--- src/rtl/acquisition_readout.sv ---
// acquisition_readout: drains a sample range from the acquisition DPRAM into a 32-bit
// AXI-stream, two left-aligned samples per word, wrapping circularly through the buffer.
module acquisition_readout #(
  parameter int ACQUISITION_BUFFER_CAPACITY = 65536,
  parameter int AXI_SAMPLES_PER_CLOCK       = 8,
  parameter int ADC_WIDTH                   = 14,
  parameter int READ_LATENCY                = 2,
  parameter int FIFO_DEPTH                  = 8,
  localparam int SIDX_W = $clog2(ACQUISITION_BUFFER_CAPACITY),
  localparam int ADDR_W = SIDX_W - $clog2(AXI_SAMPLES_PER_CLOCK),
  localparam int MUX_W  = $clog2(AXI_SAMPLES_PER_CLOCK + 1)
) (
  input  logic                 sysClk,
  input  logic                 sysReset_n,
  input  logic                 sysStart,
  input  logic [SIDX_W-1:0]    sysStartSample,
  input  logic [SIDX_W:0]      sysSampleCount,
  input  logic                 sysAbort,
  input  logic                 sysAcqFull,
  output logic                 sysBusy,
  output logic                 sysDone,
  output logic                 sysStartRejected,
  output logic [ADDR_W-1:0]    rdAddress,
  output logic [MUX_W-1:0]     rdMuxSelect,
  input  logic [ADC_WIDTH-1:0] rdData,
  output logic [31:0]          m_tdata,
  output logic                 m_tvalid,
  output logic                 m_tlast,
  input  logic                 m_tready
);
  localparam int LANE_W = $clog2(AXI_SAMPLES_PER_CLOCK);
  localparam int PTR_W  = $clog2(FIFO_DEPTH);
  localparam int OCC_W  = PTR_W + 1;
  localparam int CNT_W  = SIDX_W + 1;
  localparam int CAP    = ACQUISITION_BUFFER_CAPACITY;

  typedef enum logic [1:0] {IDLE, RUN, DRAIN} state_t;
  state_t state, state_next;

  logic [SIDX_W-1:0]    idx;
  logic [CNT_W-1:0]     read_rem, out_rem;
  logic [READ_LATENCY:0] vld_p;
  logic [ADC_WIDTH-1:0] fifo_mem [FIFO_DEPTH];
  logic [PTR_W-1:0]     wr_ptr, rd_ptr;
  logic [OCC_W-1:0]     occ, reserved;
  logic                 start_ok, start_bad, abort_run, issue, wr, tlast_acc;
  logic                 last_odd, pair_ok, load;
  logic [1:0]           pop_n;
  logic [15:0]          lo_half, hi_half;

  function automatic logic [15:0] left_align(input logic [ADC_WIDTH-1:0] s);
    return 16'(s) << (16 - ADC_WIDTH);
  endfunction

  always_comb begin
    start_ok  = 1'b0;
    start_bad = 1'b0;
    if (state == IDLE && sysStart) begin
      if (sysAcqFull && ({1'b0, sysStartSample} < CNT_W'(CAP)) &&
          (sysSampleCount != '0) && (sysSampleCount <= CNT_W'(CAP)))
        start_ok = 1'b1;
      else
        start_bad = 1'b1;
    end
  end

  assign abort_run = sysAbort && (state != IDLE);
  assign wr        = vld_p[READ_LATENCY];
  assign tlast_acc = m_tvalid && m_tready && m_tlast;

  always_ff @(posedge sysClk or negedge sysReset_n) begin
    if (!sysReset_n) state <= IDLE;
    else             state <= state_next;
  end

  always_comb begin
    state_next = state;
    case (state)
      IDLE:    if (start_ok) state_next = RUN;
      RUN:     if (abort_run) state_next = IDLE;
               else if (issue && read_rem == CNT_W'(1)) state_next = DRAIN;
      DRAIN:   if (abort_run || tlast_acc) state_next = IDLE;
      default: state_next = IDLE;
    endcase
  end

  // Credit counts FIFO entries plus reads still in flight, so the FIFO cannot overflow.
  always_comb begin
    sysBusy = (state != IDLE);
    issue   = (state == RUN) && !sysAbort && (reserved < OCC_W'(FIFO_DEPTH));
  end

  always_comb begin
    last_odd = (out_rem == CNT_W'(1)) && (occ != '0);
    pair_ok  = (out_rem >= CNT_W'(2)) && (occ >= OCC_W'(2));
    load     = (!m_tvalid || m_tready) && (last_odd || pair_ok) && !abort_run;
    pop_n    = !load ? 2'd0 : (last_odd ? 2'd1 : 2'd2);
    lo_half  = left_align(fifo_mem[rd_ptr]);
    hi_half  = last_odd ? 16'h0 : left_align(fifo_mem[rd_ptr + PTR_W'(1)]);
  end

  always_ff @(posedge sysClk) begin
    if (wr) fifo_mem[wr_ptr] <= rdData;
  end

  always_ff @(posedge sysClk or negedge sysReset_n) begin
    if (!sysReset_n) begin
      sysDone          <= 1'b0;
      sysStartRejected <= 1'b0;
      rdAddress        <= '0;
      rdMuxSelect      <= '0;
      m_tdata          <= '0;
      m_tvalid         <= 1'b0;
      m_tlast          <= 1'b0;
      idx              <= '0;
      read_rem         <= '0;
      out_rem          <= '0;
      vld_p            <= '0;
      wr_ptr           <= '0;
      rd_ptr           <= '0;
      occ              <= '0;
      reserved         <= '0;
    end else begin
      sysStartRejected <= start_bad;
      sysDone          <= tlast_acc && (state == DRAIN) && !abort_run;
      if (abort_run) begin
        vld_p    <= '0;
        wr_ptr   <= '0;
        rd_ptr   <= '0;
        occ      <= '0;
        reserved <= '0;
        out_rem  <= '0;
        m_tvalid <= 1'b0;
        m_tlast  <= 1'b0;
      end else begin
        if (start_ok) begin
          idx      <= sysStartSample;
          read_rem <= sysSampleCount;
          out_rem  <= sysSampleCount;
        end
        // p0: read issue, address registered alongside its valid tag
        if (issue) begin
          rdAddress   <= idx[SIDX_W-1:LANE_W];
          rdMuxSelect <= MUX_W'(idx[LANE_W-1:0]);
          idx         <= (idx == SIDX_W'(CAP - 1)) ? '0 : idx + SIDX_W'(1);
          read_rem    <= read_rem - CNT_W'(1);
        end
        vld_p <= {vld_p[READ_LATENCY-1:0], issue};
        // pN: tag aligned with returning rdData, sample enters the FIFO
        if (wr) wr_ptr <= wr_ptr + PTR_W'(1);
        occ      <= occ + OCC_W'(wr) - OCC_W'(pop_n);
        reserved <= reserved + OCC_W'(issue) - OCC_W'(pop_n);
        // output stage: pack one or two samples into the stream register
        if (load) begin
          m_tdata  <= {hi_half, lo_half};
          m_tvalid <= 1'b1;
          m_tlast  <= (out_rem <= CNT_W'(2));
          rd_ptr   <= rd_ptr + PTR_W'(pop_n);
          out_rem  <= out_rem - CNT_W'(pop_n);
        end else if (m_tready) begin
          m_tvalid <= 1'b0;
          m_tlast  <= 1'b0;
        end
      end
    end
  end
endmodule

--- config.mk ---
export PLATFORM = sky130hd
export DESIGN_NAME = acquisition_readout
export DESIGN_NICKNAME = d
export VERILOG_FILES = /design/src/rtl/acquisition_readout.sv
export SDC_FILE = /design/constraint.sdc
export NUM_CORES = 1
export LEC_CHECK = 0
export ABC_AREA = 1
export BUFFER_PORTS_ARGS = -buffer_cell sky130_fd_sc_hd__buf_2
export CELL_PAD_IN_SITES_DETAIL_PLACEMENT = 1
export CELL_PAD_IN_SITES_GLOBAL_PLACEMENT = 2
export CORE_MARGIN = 4
export CORE_UTILIZATION = 37
export DETAILED_ROUTE_END_ITERATION = 8
export PLACE_DENSITY_LB_ADDON = 0.1
export SYNTH_ARGS = -nofsm -noshare
export SYNTH_HDL_FRONTEND = slang
export SYNTH_SLANG_ARGS = --single-unit
--- constraint.sdc ---
create_clock -name sysClk -period 3.9 [get_ports sysClk]
set_clock_uncertainty 0.15 [all_clocks]
set_input_delay 0.585 -clock sysClk [delete_from_list [all_inputs] [get_ports sysClk]]
set_output_delay 0.585 -clock sysClk [all_outputs]
set_load 0.005 [all_outputs]
## Yosys cells after proc, flatten, opt, wreduce, memory -nomap -nowiden

Memories as Yosys holds them, arrays and structs flattened. A register that Yosys moved wholly into a read port is not among the register bits.
Cells that the tools add are included.

| operators by class | value |
|---|---|
| add/subtract/negate cells | 10 |
| order comparisons | 5 |
| equality and inequality tests | 8 |
| multiplexer cells | 33 |
| bitwise gates (word level) | 1 |
| reductions and logical operators | 35 |

Operators with widths:

| operator | number |
|---|---|
| 17-bit two-way mux | 4 |
| 16-bit two-way mux | 4 |
| 17-bit by 1-bit == test with 1-bit output, second input constant | 2 |
| 17-bit by 2-bit >= comparator with 1-bit output, second input constant | 1 |
| 17-bit <= comparator, second input constant | 1 |
| 17-bit by 2-bit <= comparator with 1-bit output, second input constant | 1 |
| 17-bit nonzero test | 1 |
| 17-bit by 1-bit subtractor with 17-bit output, second input constant | 1 |
| 17-bit by 2-bit subtractor with 17-bit output | 1 |
| 16-bit by 1-bit adder with 16-bit output, second input constant | 1 |
| 16-bit == test, second input constant | 1 |
| 1-bit logical AND | 15 |
| 3-bit two-way mux | 5 |
| 2-bit two-way mux | 6 |
| 1-bit two-way mux | 11 |
| 4-bit by 1-bit adder with 4-bit output | 2 |
| 4-bit two-way mux | 2 |
| 2-bit nonzero test | 4 |
| 4-bit by 2-bit subtractor with 4-bit output | 2 |
| 3-bit by 1-bit adder with 3-bit output, second input constant | 2 |
| 2-bit one-hot mux with 3 select lines | 1 |
| 2-bit AND reduction | 3 |
| 3-bit nonzero test | 2 |
| 4-bit by 2-bit >= comparator with 1-bit output, second input constant | 1 |
| 12 further kinds | 18 |

| word-level totals | value |
|---|---|
| register bits | 119 |
| RAM bits | 112 |
| bits of input ports | 53 |
| output and inout port bits | 54 |
| word-level logic and storage cells | 109 |
| memories kept | 1 |

Memory list:

| memory | depth | width | rd ports | clocked after Yosys merged registers in | write ports | RTL line | RTL |
|---|---|---|---|---|---|---|---|
| fifo_mem | 8 | 14 | 2 | 1 | 1 | 43 | `logic [ADC_WIDTH-1:0] fifo_mem [FIFO_DEPTH];` |

## Longest topological paths before layout

Gate-level depths: netlist of run 1.

| depth | value |
|---|---|
| depth after elaboration | 9 |
| depth in mapped cells | 23 |
| gate-level depth less buffers | 21 |

## Worst setup path before layout of run 1

Ideal clock, no wire load.

| timing path | value |
|---|---|
| kind | input to register |
| start | input sysAbort |
| end | register out_rem[8] |
| setup time | 0.117 ns |
| data arrival time | 2.887 ns |
| required time | 3.633 ns |
| slack | 0.746 ns |
| cell stages on the path | 16 |
| path buffers | 2 |
| cell sequence | inv_1 > nor2_1 > inv_2 > nand3_2 > buf_2 > buf_2 > nor2_1 > ha_1 > fa_1 > nand3_1 > nor2_1 > xor2_1 > nand4_1 > nand2_1 > nand2_1 > nand2_1 |

| on the way | value |
|---|---|
| word-level cells in the longest chain between the ends | 7 |
| elaborated cells between the ends (all ways) | 8 |
| classes of those cells | add/sub (1); mux (3); reduce/logical (4) |

RTL lines:

| item | RTL line | RTL |
|---|---|---|
| start: declaration | 18 | `input logic sysAbort,` |
| 1-bit logical AND * | 67 | `assign abort_run = sysAbort && (state != IDLE);` |
| 1-bit logical NOT | 96 | `load = (!m_tvalid \|\| m_tready) && (last_odd \|\| pair_ok) && !abort_run;` |
| 1-bit logical AND | 96 |  |
| 2-bit two-way mux | 97 | `pop_n = !load ? 2'd0 : (last_odd ? 2'd1 : 2'd2);` |
| 17-bit by 2-bit subtractor with 17-bit output | 159 | `out_rem <= out_rem - CNT_W'(pop_n);` |
| 17-bit two-way mux | 154 | `if (load) begin` |
| 17-bit two-way mux | 126 | `if (abort_run) begin` |
| end signal: assignment | 139 | `out_rem <= sysSampleCount;` |
| end signal: assignment | 159 |  |
| end: declaration | 41 | `logic [CNT_W-1:0] read_rem, out_rem;` |

Every way passes the cells marked *; elsewhere a longest branch is shown, timed or not.
A chain may end at the register's enable or synchronous reset.

## Worst setup path after layout of run 1

| timing path | value |
|---|---|
| start | register out_rem[13] |
| end | register reserved[3] |

| on the way | value |
|---|---|
| word-level cells in the longest chain between the ends | 8 |
| elaborated cells between the ends (all ways) | 11 |
| classes of those cells | add/sub (1); order compare (1); eq/ne (1); mux (3); reduce/logical (5) |

RTL lines:

| item | RTL line | RTL |
|---|---|---|
| 17-bit by 2-bit >= comparator with 1-bit output or 17-bit by 1-bit == test with 1-bit output (tied branches) | 95, 94 |  |
| 1-bit logical AND, on equally long branches | 95, 94 |  |
| 1-bit logical OR | 96 |  |
| 1-bit logical AND (2 in a row) | 96 |  |
| 2-bit two-way mux * | 97 |  |
| 4-bit by 2-bit subtractor with 4-bit output * | 152 | `reserved <= reserved + OCC_W'(issue) - OCC_W'(pop_n);` |
| 4-bit two-way mux * | 126 |  |
| end signal: assignment | 152 |  |
| end: declaration | 45 | `logic [OCC_W-1:0] occ, reserved;` |

Marked as above.

==> results of run 1 <==
[state kept, by name, summed over array words and instances, names as in the netlist]
| register | cells |
|---|---|
| read_rem | 17 |
| vld_p | 3 |
| occ | 4 |
| wr_ptr | 3 |
| idx | 16 |
| sysStartRejected | 1 |
| m_tdata | 28 |
| state | 2 |
| out_rem | 17 |
| m_tlast | 1 |
| sysDone | 1 |
| reserved | 4 |
| fifo_mem | 112 |
| rdMuxSelect | 3 |
| rd_ptr | 3 |
| m_tvalid | 1 |
| rdAddress | 13 |
[cells by family after synthesis]
kind of cell	count (synthesis)	synth area share
buffers and inverters	172	0.0594
other	1	0.000314
and+or+nand+nor	660	0.234
DFF	229	0.527
xor gates and xnor gates	17	0.0125
adders and majority gates	23	0.0266
AOI/OAI and AO/OA	293	0.140
[per-layer routing]
| metal | routed length (µm) | up-vias | global-route usage |
|---|---|---|---|
| li1 | - | 4916 | - |
| met1 | 16200 | 5007 | 0.263 |
| met2 | 18500 | 155 | 0.376 |
| met3 | 945 | 54 | 0.0233 |
| met4 | 1080 | 2 | 0.0584 |
| met5 | 7 | - | 0 |
[per-stage QoR]
step | hold slack, ns | cells | worst slack, ns | util | power [µW]
2_1_floorplan | 0.139 | 1399 | 0.746 | - | 6420
3_3_place_gp | 0.309 | 1852 | 0.510 | 0.405 | 7850
3_5_place_dp | 0.310 | 1852 | 0.410 | 0.405 | 7960
4_1_cts | 0.118 | 1905 | 0.376 | 0.433 | 10500
5_1_grt | 0.137 | 1905 | 0.0159 | 0.433 | 11200
6_report | 0.146 | 1905 | 0.417 | 0.433 | 10300
[repair_timing]
action,CTS,global route
endpoints found under the hold margin,60,0
setup buffers,0,0
hold buffers,1,0
[report_power, final]
group / switching (µW) / internal, µW / leakage, µW
sequential: 437 / 3140 / 0.00247
combinational: 2800 / 1460 / 0.00314
clock: 1050 / 1440 / 0.000439
total: 4290 / 6040 / 0.00605
[path summary, 6_finish.rpt]
check / endpoint / slack (ns) / depth (start not counted)
hold / removal: fifo_mem[6][6] / 0.15 / 1
min in group asynchronous: m_tdata[29] / 0.46 / 2
hold reg to reg: rdAddress[7] / 0.33 / 2
setup reg to reg: reserved[3] / 0.42 / 16
setup / recovery: reserved[3] / 0.42 / 16
max in group asynchronous: rdAddress[6] / 2.32 / 3
[area by class of cell]
type	count	area, µm²	area share
timing repair buffer	132	759	0.0553
clock buffer	36	761	0.0554
multi-input combinational	998	4950	0.361
sequential	229	6290	0.458
clock inverter	16	123	0.00892
tap	402	503	0.0366
inverter	92	348	0.0253
[placed cells by master, fill, tap and decap left out, types with 2 or more instances in the layout]
cell type,netlist,layout
a211oi_1,2,2
a21oi_1,7,7
a31oi_1,4,4
buf_2,12,100
buf_4,6,29
clkbuf_1,54,5
clkbuf_16,0,28
clkbuf_8,0,3
clkinv_1,0,6
clkinv_2,0,8
conb_1,1,5
dfrtp_1,117,116
edfxtp_1,112,112
fa_1,4,4
ha_1,19,19
inv_1,87,86
inv_2,4,5
nand2_1,328,327
nand2_2,3,4
nand2_4,3,3
nand3_1,69,69
nand3b_1,8,8
nand4_1,27,27
nor2_1,201,199
nor2_2,3,5
nor3_1,7,7
nor3b_1,2,2
nor4_1,2,2
o21ai_0,194,194
o21ai_1,26,26
o221ai_1,42,42
o22ai_1,14,14
xnor2_1,4,4
xor2_1,13,13
[synth_stat cells, drive strengths merged]
cell type	instances	area share
nor3b	2	0.0013
nand4	28	0.015
dfrtp	117	0.25
buf	25	0.013
o22ai	14	0.0073
a21o	1	0.00063
ha	19	0.020
a211oi	2	0.0013
edfxtp	112	0.28
a21oi	8	0.0043
xor2	13	0.0095
fa	4	0.0067
o221ai	42	0.031
nor4	2	0.0010
conb	1	0.00031
clkbuf	55	0.018
o31ai	1	0.00063
a31oi	4	0.0021
nand2	335	0.11
nand3b	8	0.0050
xnor2	4	0.0029
or2	1	0.00052
inv	92	0.029
nor3	7	0.0029
nor2	206	0.067
nand3	71	0.031
o21ai	220	0.092
o21bai	1	0.00063
[worst register-to-register path, delay by kind of cell, from the launching register on]
kind | cells | cell delay [ns]
adders and majority gates | 2 | 0.61
AOI/OAI and AO/OA | 1 | 0.24
xor gates and xnor gates | 1 | 0.20
buffers and inverters | 2 | 0.41
and+or+nand+nor | 10 | 1.37
DFF | 1 | 0.42
==> results.json, run 1 <==
{
  "cts_resized": 0,
  "num_rows": 65,
  "avgSynthCellArea_um2": 8.55,
  "nFillCells": 3790,
  "yosysSeqAreaShare": 0.527,
  "powerDensity_nw_per_um2": 751,
  "end_kind": "register",
  "portBuffers": 101,
  "cpMostUsedCell": "nor2_1",
  "cap_violations": 0,
  "rsz0062_at_grt": "no",
  "syn_inst": 1395,
  "placed_cell_area_um2": 12800,
  "synth_area_um2": 11900,
  "ant_nets": 0,
  "cp.required_ns": 4.19,
  "vias": 10100,
  "p_leak_uw": 0.00605,
  "clock-root-buffer": "clkbuf_16",
  "wl_um": 36700,
  "wl_per_cell_um": 19.3,
  "clkLatencyLatePin_ns": 0.56,
  "setup_viol": 0,
  "min_from": "rdData[6]",
  "crit_type": "reg -> reg",
  "synthDistinctLibCells": 46,
  "viasPerCell": 5.32,
  "gr-usage-all-layers": 0.208,
  "startpoint_type": "register",
  "hold_path.class": "in -> reg",
  "r2r-start": "out_rem[13]",
  "fin_crit_sh": 0.893,
  "critPathArrivalTime_ns": 3.78,
  "drive_above_1_share": 0.132,
  "crit_path_top_delay_cell": "dfrtp_1",
  "critPathTopFamily": "simple AND/OR/NAND/NOR gates",
  "dp_hpwl_um": 25100,
  "crit_start": "out_rem[13]",
  "h-tree-depth": 1,
  "cts_max_path_buffers": 3,
  "ios": 107,
  "first_global_vias": 10800,
  "critPathMaxFanout": 20,
  "dr.pass1.iters": 5,
  "clock_sinks": 229,
  "path_clk_slew_ns": 0.06,
  "hold_viol": 0,
  "antenna_found_initial": 1,
  "place.gp.congestion": 0.803,
  "cts_buffers": 28,
  "synth_seq_cells": 229,
  "nNetsFinal": 1557,
  "crit_chain": "nor2_1 -> nand2_1 -> nor2_8 -> nand3_4 -> nand2_4 -> nand3_2 -> inv_2 -> nand2_2 -> buf_4 -> ha_1 -> ha_1 -> nand2_1 -> nor2_1 -> a211oi_1 -> xor2_1 -> nor2_1",
  "finalCriticalPeriod_ns": 3.48,
  "yosys_warnings": 0,
  "crit_buf_inv": 2,
  "setup_tns_ns": 0,
  "drc": 0,
  "slew_viol_final": 0,
  "grt_max_degree": 64,
  "die_w_um": 188,
  "antenna_cells": 0,
  "area_growth_pct": 15.2,
  "cts_tree": "yes",
  "dieArea_um2": 35200,
  "grt_pass1_wl_um": 59200,
  "die_h_um": 188,
  "postLayoutCellArea_um2": 13700,
  "worstMarginPinSlew_ns": 1.07,
  "slew_headroom": 0.285,
  "initial_core_util": 0.376,
  "coreArea_um2": 31700,
  "max_freq_mhz": 287,
  "cp_slowest_stage_delay_ns": 0.42,
  "drt_iter0_markers": 514,
  "vdd_drop_max_uv": 352,
  "grt-ovfl-total": 0,
  "outcome": "completed"
}
Power figures use the tool's default switching activity.
==> inputs of run 2 (changes only) <==
--- a/config.mk
+++ b/config.mk
@@ -12,7 +12,7 @@
 export CORE_MARGIN = 4
 export CORE_UTILIZATION = 37
 export DETAILED_ROUTE_END_ITERATION = 8
-export PLACE_DENSITY_LB_ADDON = 0.1
+export PLACE_DENSITY = 0.83
 export SYNTH_ARGS = -nofsm -noshare
 export SYNTH_HDL_FRONTEND = slang
 export SYNTH_SLANG_ARGS = --single-unit
==> run 2 against run 1 <==
Critical path depth grew 1; global-route usage shrank 0.46 points; worst setup slack gained 0.074 ns; non-clock buffer count is the same; register-to-register slack gained 0.07 ns; combinational power is essentially flat; count of clock-buffer cells in the layout shrank 6; routed wire length shrank 1.1%; first-iteration DRC count grew 20%; core utilization is essentially flat; sequential power is essentially flat; critical endpoint is now out_rem[8]; largest cell class unchanged.
==> results.json, run 2 (synthesized netlist as in run 1, its figures left out) <==
{
  "worstMarginPinSlew_ns": 1.09,
  "stdcell_count": 1902,
  "dp_hpwl_um": 24200,
  "crit_buf_inv": 2,
  "setup_viol": 0,
  "hold_viol": 0,
  "vias": 10200,
  "cts_tree": "yes",
  "num_rows": 65,
  "slew_viol_final": 0,
  "dp.cells": 1852,
  "antenna_found_initial": 1,
  "p_leak_uw": 0.00605,
  "drt_iter0_markers": 616,
  "grt_pass1_wl_um": 58400,
  "gr-usage-all-layers": 0.203,
  "die_h_um": 188,
  "reg_top3": "fifo_mem x112, m_tdata x28",
  "clkLatencyLatePin_ns": 0.53,
  "cap_violations": 0,
  "vdd_drop_max_uv": 310,
  "ant_nets": 0,
  "gr-usage-met2": 0.346,
  "setup_tns_ns": 0,
  "die_w_um": 188,
  "cts_buffers": 27,
  "hold_path.class": "in -> reg",
  "grt_max_degree": 115,
  "final_common_cell": "nand2_1",
  "dr.pass1.iters": 4,
  "drc": 0,
  "slew_headroom": 0.274,
  "portBuffers": 101,
  "rsz0062_at_grt": "no",
  "path_clk_slew_ns": 0.06,
  "first_global_vias": 10700,
  "clock_sinks": 229,
  "wl_per_cell_um": 19.1,
  "critPathArrivalTime_ns": 3.73,
  "crit_path_top_delay_cell": "dfrtp_1",
  "finalCriticalPeriod_ns": 3.41,
  "clock-root-buffer": "clkbuf_16",
  "grt-busiest-layer": "met2",
  "ios": 107,
  "nFillCells": 3765,
  "wl_um": 36300,
  "cts_max_path_buffers": 3,
  "regMostFlops": "fifo_mem",
  "largest_register_ffs": 112,
  "fin_crit_sh": 0.874,
  "critPathMaxFanout": 20,
  "area_growth_pct": 15.1,
  "place.gp.congestion": 0.813,
  "cpMostUsedCell": "nand2_1",
  "critPathTopFamily": "simple AND/OR/NAND/NOR gates",
  "antenna_cells": 0,
  "dieArea_um2": 35200,
  "grtUsageMet1": 0.281,
  "cp_slowest_stage_delay_ns": 0.43,
  "startpoint_type": "register",
  "h-tree-depth": 1,
  "powerDensity_nw_per_um2": 756,
  "grt_use_met3": 0.0289,
  "initial_core_util": 0.376,
  "coreArea_um2": 31700,
  "max_freq_mhz": 293,
  "crit_type": "reg -> reg",
  "drive_above_1_share": 0.134,
  "grt-ovfl-total": 0,
  "crit_chain": "nor2_1 -> nand2_2 -> nor2_2 -> nand3_4 -> nand2_4 -> nand3_2 -> inv_2 -> nand2_2 -> inv_1 -> fa_1 -> nand3_1 -> nor2_1 -> xor2_1 -> nand4_1 -> nand2_1 -> nand2_1 -> nand2_1",
  "viasPerCell": 5.36,
  "outcome": "completed",
  "mostFrequentLayoutCells": "nand2_1, nor2_1, o21ai_0",
  "end_kind": "register",
  "nNetsFinal": 1556,
  "cp.required_ns": 4.22
}
## run 2: routing by layer
metal	wire [µm]	up-vias
li1	-	4908
met1	16700	5023
met2	17300	217
met3	1650	42
met4	593	2
met5	12	-
## run 2: final cells by class
class	instances	area (µm²)	share of cell area
sequential	229	6290	0.458
multi-input combinational	998	4950	0.360
timing repair buffer	132	759	0.0553
clock buffer	30	707	0.0515
tap	402	503	0.0366
inverter	92	348	0.0253
clock inverter	19	178	0.0129
## run 2: metrics by stage
stage	util	setup slack (ns)	total power (µW)	hold slack (ns)	instance area (µm²)
detailed placement	0.405	0.498	7920	0.314	12800
CTS	0.433	0.470	10500	0.144	13700
global route	0.433	0.149	11200	0.169	13700
global placement	0.405	0.611	7780	0.304	12800
finish	0.433	0.491	10400	0.170	13700
floorplan	-	0.746	6420	0.139	11900
## run 2: power by group
group | leakage (µW) | internal, µW | switching, µW
Combinational | 0.00314 | 1440 | 2830
Sequential | 0.00247 | 3140 | 458
Clock | 0.000434 | 1500 | 1020
Total | 0.00605 | 6080 | 4310
## run 2: worst paths after layout
path                            startpoint               to  slack [ns]  depth (start not counted)
worst max register to register  out_rem[5]       out_rem[8]        0.49                         17
max in group asynchronous       sysReset_n     rdAddress[3]        2.36                          3
worst max-delay path            out_rem[5]       out_rem[8]        0.49                         17
min in group asynchronous       sysReset_n       m_tdata[2]        0.51                          2
worst min register to register    vld_p[0]         vld_p[1]        0.32                          2
worst min-delay path            rdData[12]  fifo_mem[5][12]        0.17                          1
## run 2: timing repair
action,CTS,global route
resized for setup,0,0
buffers inserted,0,0
hold buffers,1,0
hold endpoints to repair,6,0
==> inputs of run 3 (changes only) <==
--- a/config.mk
+++ b/config.mk
@@ -10,9 +10,11 @@
 export CELL_PAD_IN_SITES_DETAIL_PLACEMENT = 1
 export CELL_PAD_IN_SITES_GLOBAL_PLACEMENT = 2
 export CORE_MARGIN = 4
-export CORE_UTILIZATION = 37
+export CORE_UTILIZATION = 38
+export CTS_BUF_LIST = sky130_fd_sc_hd__clkbuf_4 sky130_fd_sc_hd__clkbuf_8
 export DETAILED_ROUTE_END_ITERATION = 8
-export PLACE_DENSITY = 0.83
+export MAX_ROUTING_LAYER = met4
+export PLACE_DENSITY = 0.85
 export SYNTH_ARGS = -nofsm -noshare
 export SYNTH_HDL_FRONTEND = slang
 export SYNTH_SLANG_ARGS = --single-unit
==> run 3 against run 2 <==
The run now ends with hold timing left; sequential power is essentially flat; global-route usage increased by 1.9 points; non-clock buffer count did not move; sequential share of layout area rose by 0.18 points; count of clock-buffer cells in the layout rose by 22; hold slack worse by 0.19 ns; worst setup slack worse by 0.092 ns; maximum frequency decreased by 2.6%; largest power group unchanged.
==> results.json, run 3 (synthesized netlist as in run 1, its figures left out) <==
{
  "outcome": "finished with violations",
  "violations": "hold timing",
  "wl_um": 36600,
  "cap_violations": 0,
  "dieArea_um2": 34300,
  "h-tree-depth": 2,
  "grt-ovfl-total": 0,
  "cts_tree": "yes",
  "rsz0062_at_grt": "no",
  "finalHoldWorstSlack_ns": -0.0157,
  "dp_hpwl_um": 24300,
  "dp.cells": 1847,
  "die_h_um": 185,
  "fin_crit_sh": 0.898,
  "portBuffers": 101,
  "dr.pass1.iters": 5,
  "hold_path.class": "in -> async",
  "place.gp.congestion": 0.823,
  "slew_viol_final": 0,
  "powerDensity_nw_per_um2": 745,
  "num_rows": 64,
  "drt_iter0_markers": 705,
  "critPathArrivalTime_ns": 3.84,
  "coreArea_um2": 30700,
  "grt_max_degree": 95,
  "cts_max_path_buffers": 3,
  "setup_viol": 0,
  "setup_tns_ns": 0,
  "slew_headroom": 0.229,
  "clock_sinks": 229,
  "crit_type": "reg -> reg",
  "grt_pass1_wl_um": 59100,
  "final_common_cell": "nand2_1",
  "die_w_um": 185,
  "drive_above_1_share": 0.145,
  "ff_latch_area_um2": 6290,
  "end_kind": "register",
  "clkLatencyLatePin_ns": 0.55,
  "multi_input_area_um2": 4950,
  "wl_per_cell_um": 19.0,
  "mostFrequentLayoutCells": "nand2_1, nor2_1, o21ai_0",
  "stdcell_count": 1925,
  "gr-usage-all-layers": 0.222,
  "critPathMaxFanout": 20,
  "postLayoutCellArea_um2": 13700,
  "cts_buffers": 43,
  "nFillCells": 3689,
  "regMostFlops": "fifo_mem",
  "hold_viol": 11,
  "clock-root-buffer": "clkbuf_8",
  "startpoint_type": "register",
  "worstMarginPinSlew_ns": 1.16,
  "nNetsFinal": 1572,
  "ant_nets": 0,
  "area_growth_pct": 14.7,
  "first_global_vias": 11000,
  "cp.required_ns": 4.24,
  "ios": 107,
  "max_freq_mhz": 286,
  "largest_register_ffs": 112,
  "cts_resized": 0,
  "finalCriticalPeriod_ns": 3.50,
  "vias": 10300,
  "reg_top3": "fifo_mem x112, m_tdata x28",
  "vdd_drop_max_uv": 283,
  "postCtsSetupBuffers": 0,
  "path_clk_slew_ns": 0.06,
  "cts_hold_buf": 0,
  "drc": 0,
  "initial_core_util": 0.388,
  "placed_cell_area_um2": 12800,
  "antenna_found_initial": 1,
  "viasPerCell": 5.34,
  "p_leak_uw": 0.00606
}
-- run 3: final timing paths --
check / from / endpoint / slack (ns) / depth (start not counted)
worst max-delay path: out_rem[5] / out_rem[9] / 0.40 / 18
worst min-delay path: sysReset_n / out_rem[1] / -0.02 / 1
worst max register to register: out_rem[5] / out_rem[9] / 0.40 / 18
worst min register to register: vld_p[0] / vld_p[1] / 0.32 / 2
max in group asynchronous: sysReset_n / rdAddress[2] / 2.83 / 2
min in group sysClk: rdData[3] / fifo_mem[5][3] / 0.15 / 1
-- run 3: layer usage --
layer | global-route usage | wire, µm
met4 | 0.0520 | 697
met3 | 0.0336 | 1670
met2 | 0.368 | 17400
met1 | 0.291 | 16700
met5 | - | 0
-- run 3: through the flow --
stage | setup WS, ns | utilization | total power (µW)
floorplan | 0.746 | - | 6420
global placement | 0.531 | 0.418 | 7790
detailed placement | 0.383 | 0.418 | 7950
CTS | 0.357 | 0.445 | 10300
global route | 0.0601 | 0.445 | 11100
finish | 0.399 | 0.445 | 10200
-- run 3: final cells by class --
cell class              count  share of cell area
well taps                 396              0.0362
multi-input cells         998               0.362
clock buffers              52              0.0487
flip-flops and latches    229               0.460
repair buffers            132              0.0553
diodes                      1            0.000183
clock inverters            25              0.0123
inverters                  92              0.0254
-- run 3: power breakdown --
part	switching, µW	internal [µW]
Sequential	479	3140
Clock	1050	1260
Combinational	2820	1450
Total	4350	5850
-- run 3: worst max-delay path, stage by stage, from the launching register on --
cell,delay [ns]
dfrtp_1,0.43
nor2_1,0.20
nand2_2,0.13
nor2_2,0.17
nand3_4,0.09
nand2_4,0.26
nand3_2,0.16
inv_2,0.13
nand2_2,0.17
ha_1,0.32
nand2_1,0.09
nand2_1,0.09
nor2_1,0.48
nand4_1,0.18
nand2_1,0.12
nand4_1,0.07
nand2_1,0.07
nand2_1,0.05
nand2_1,0.08
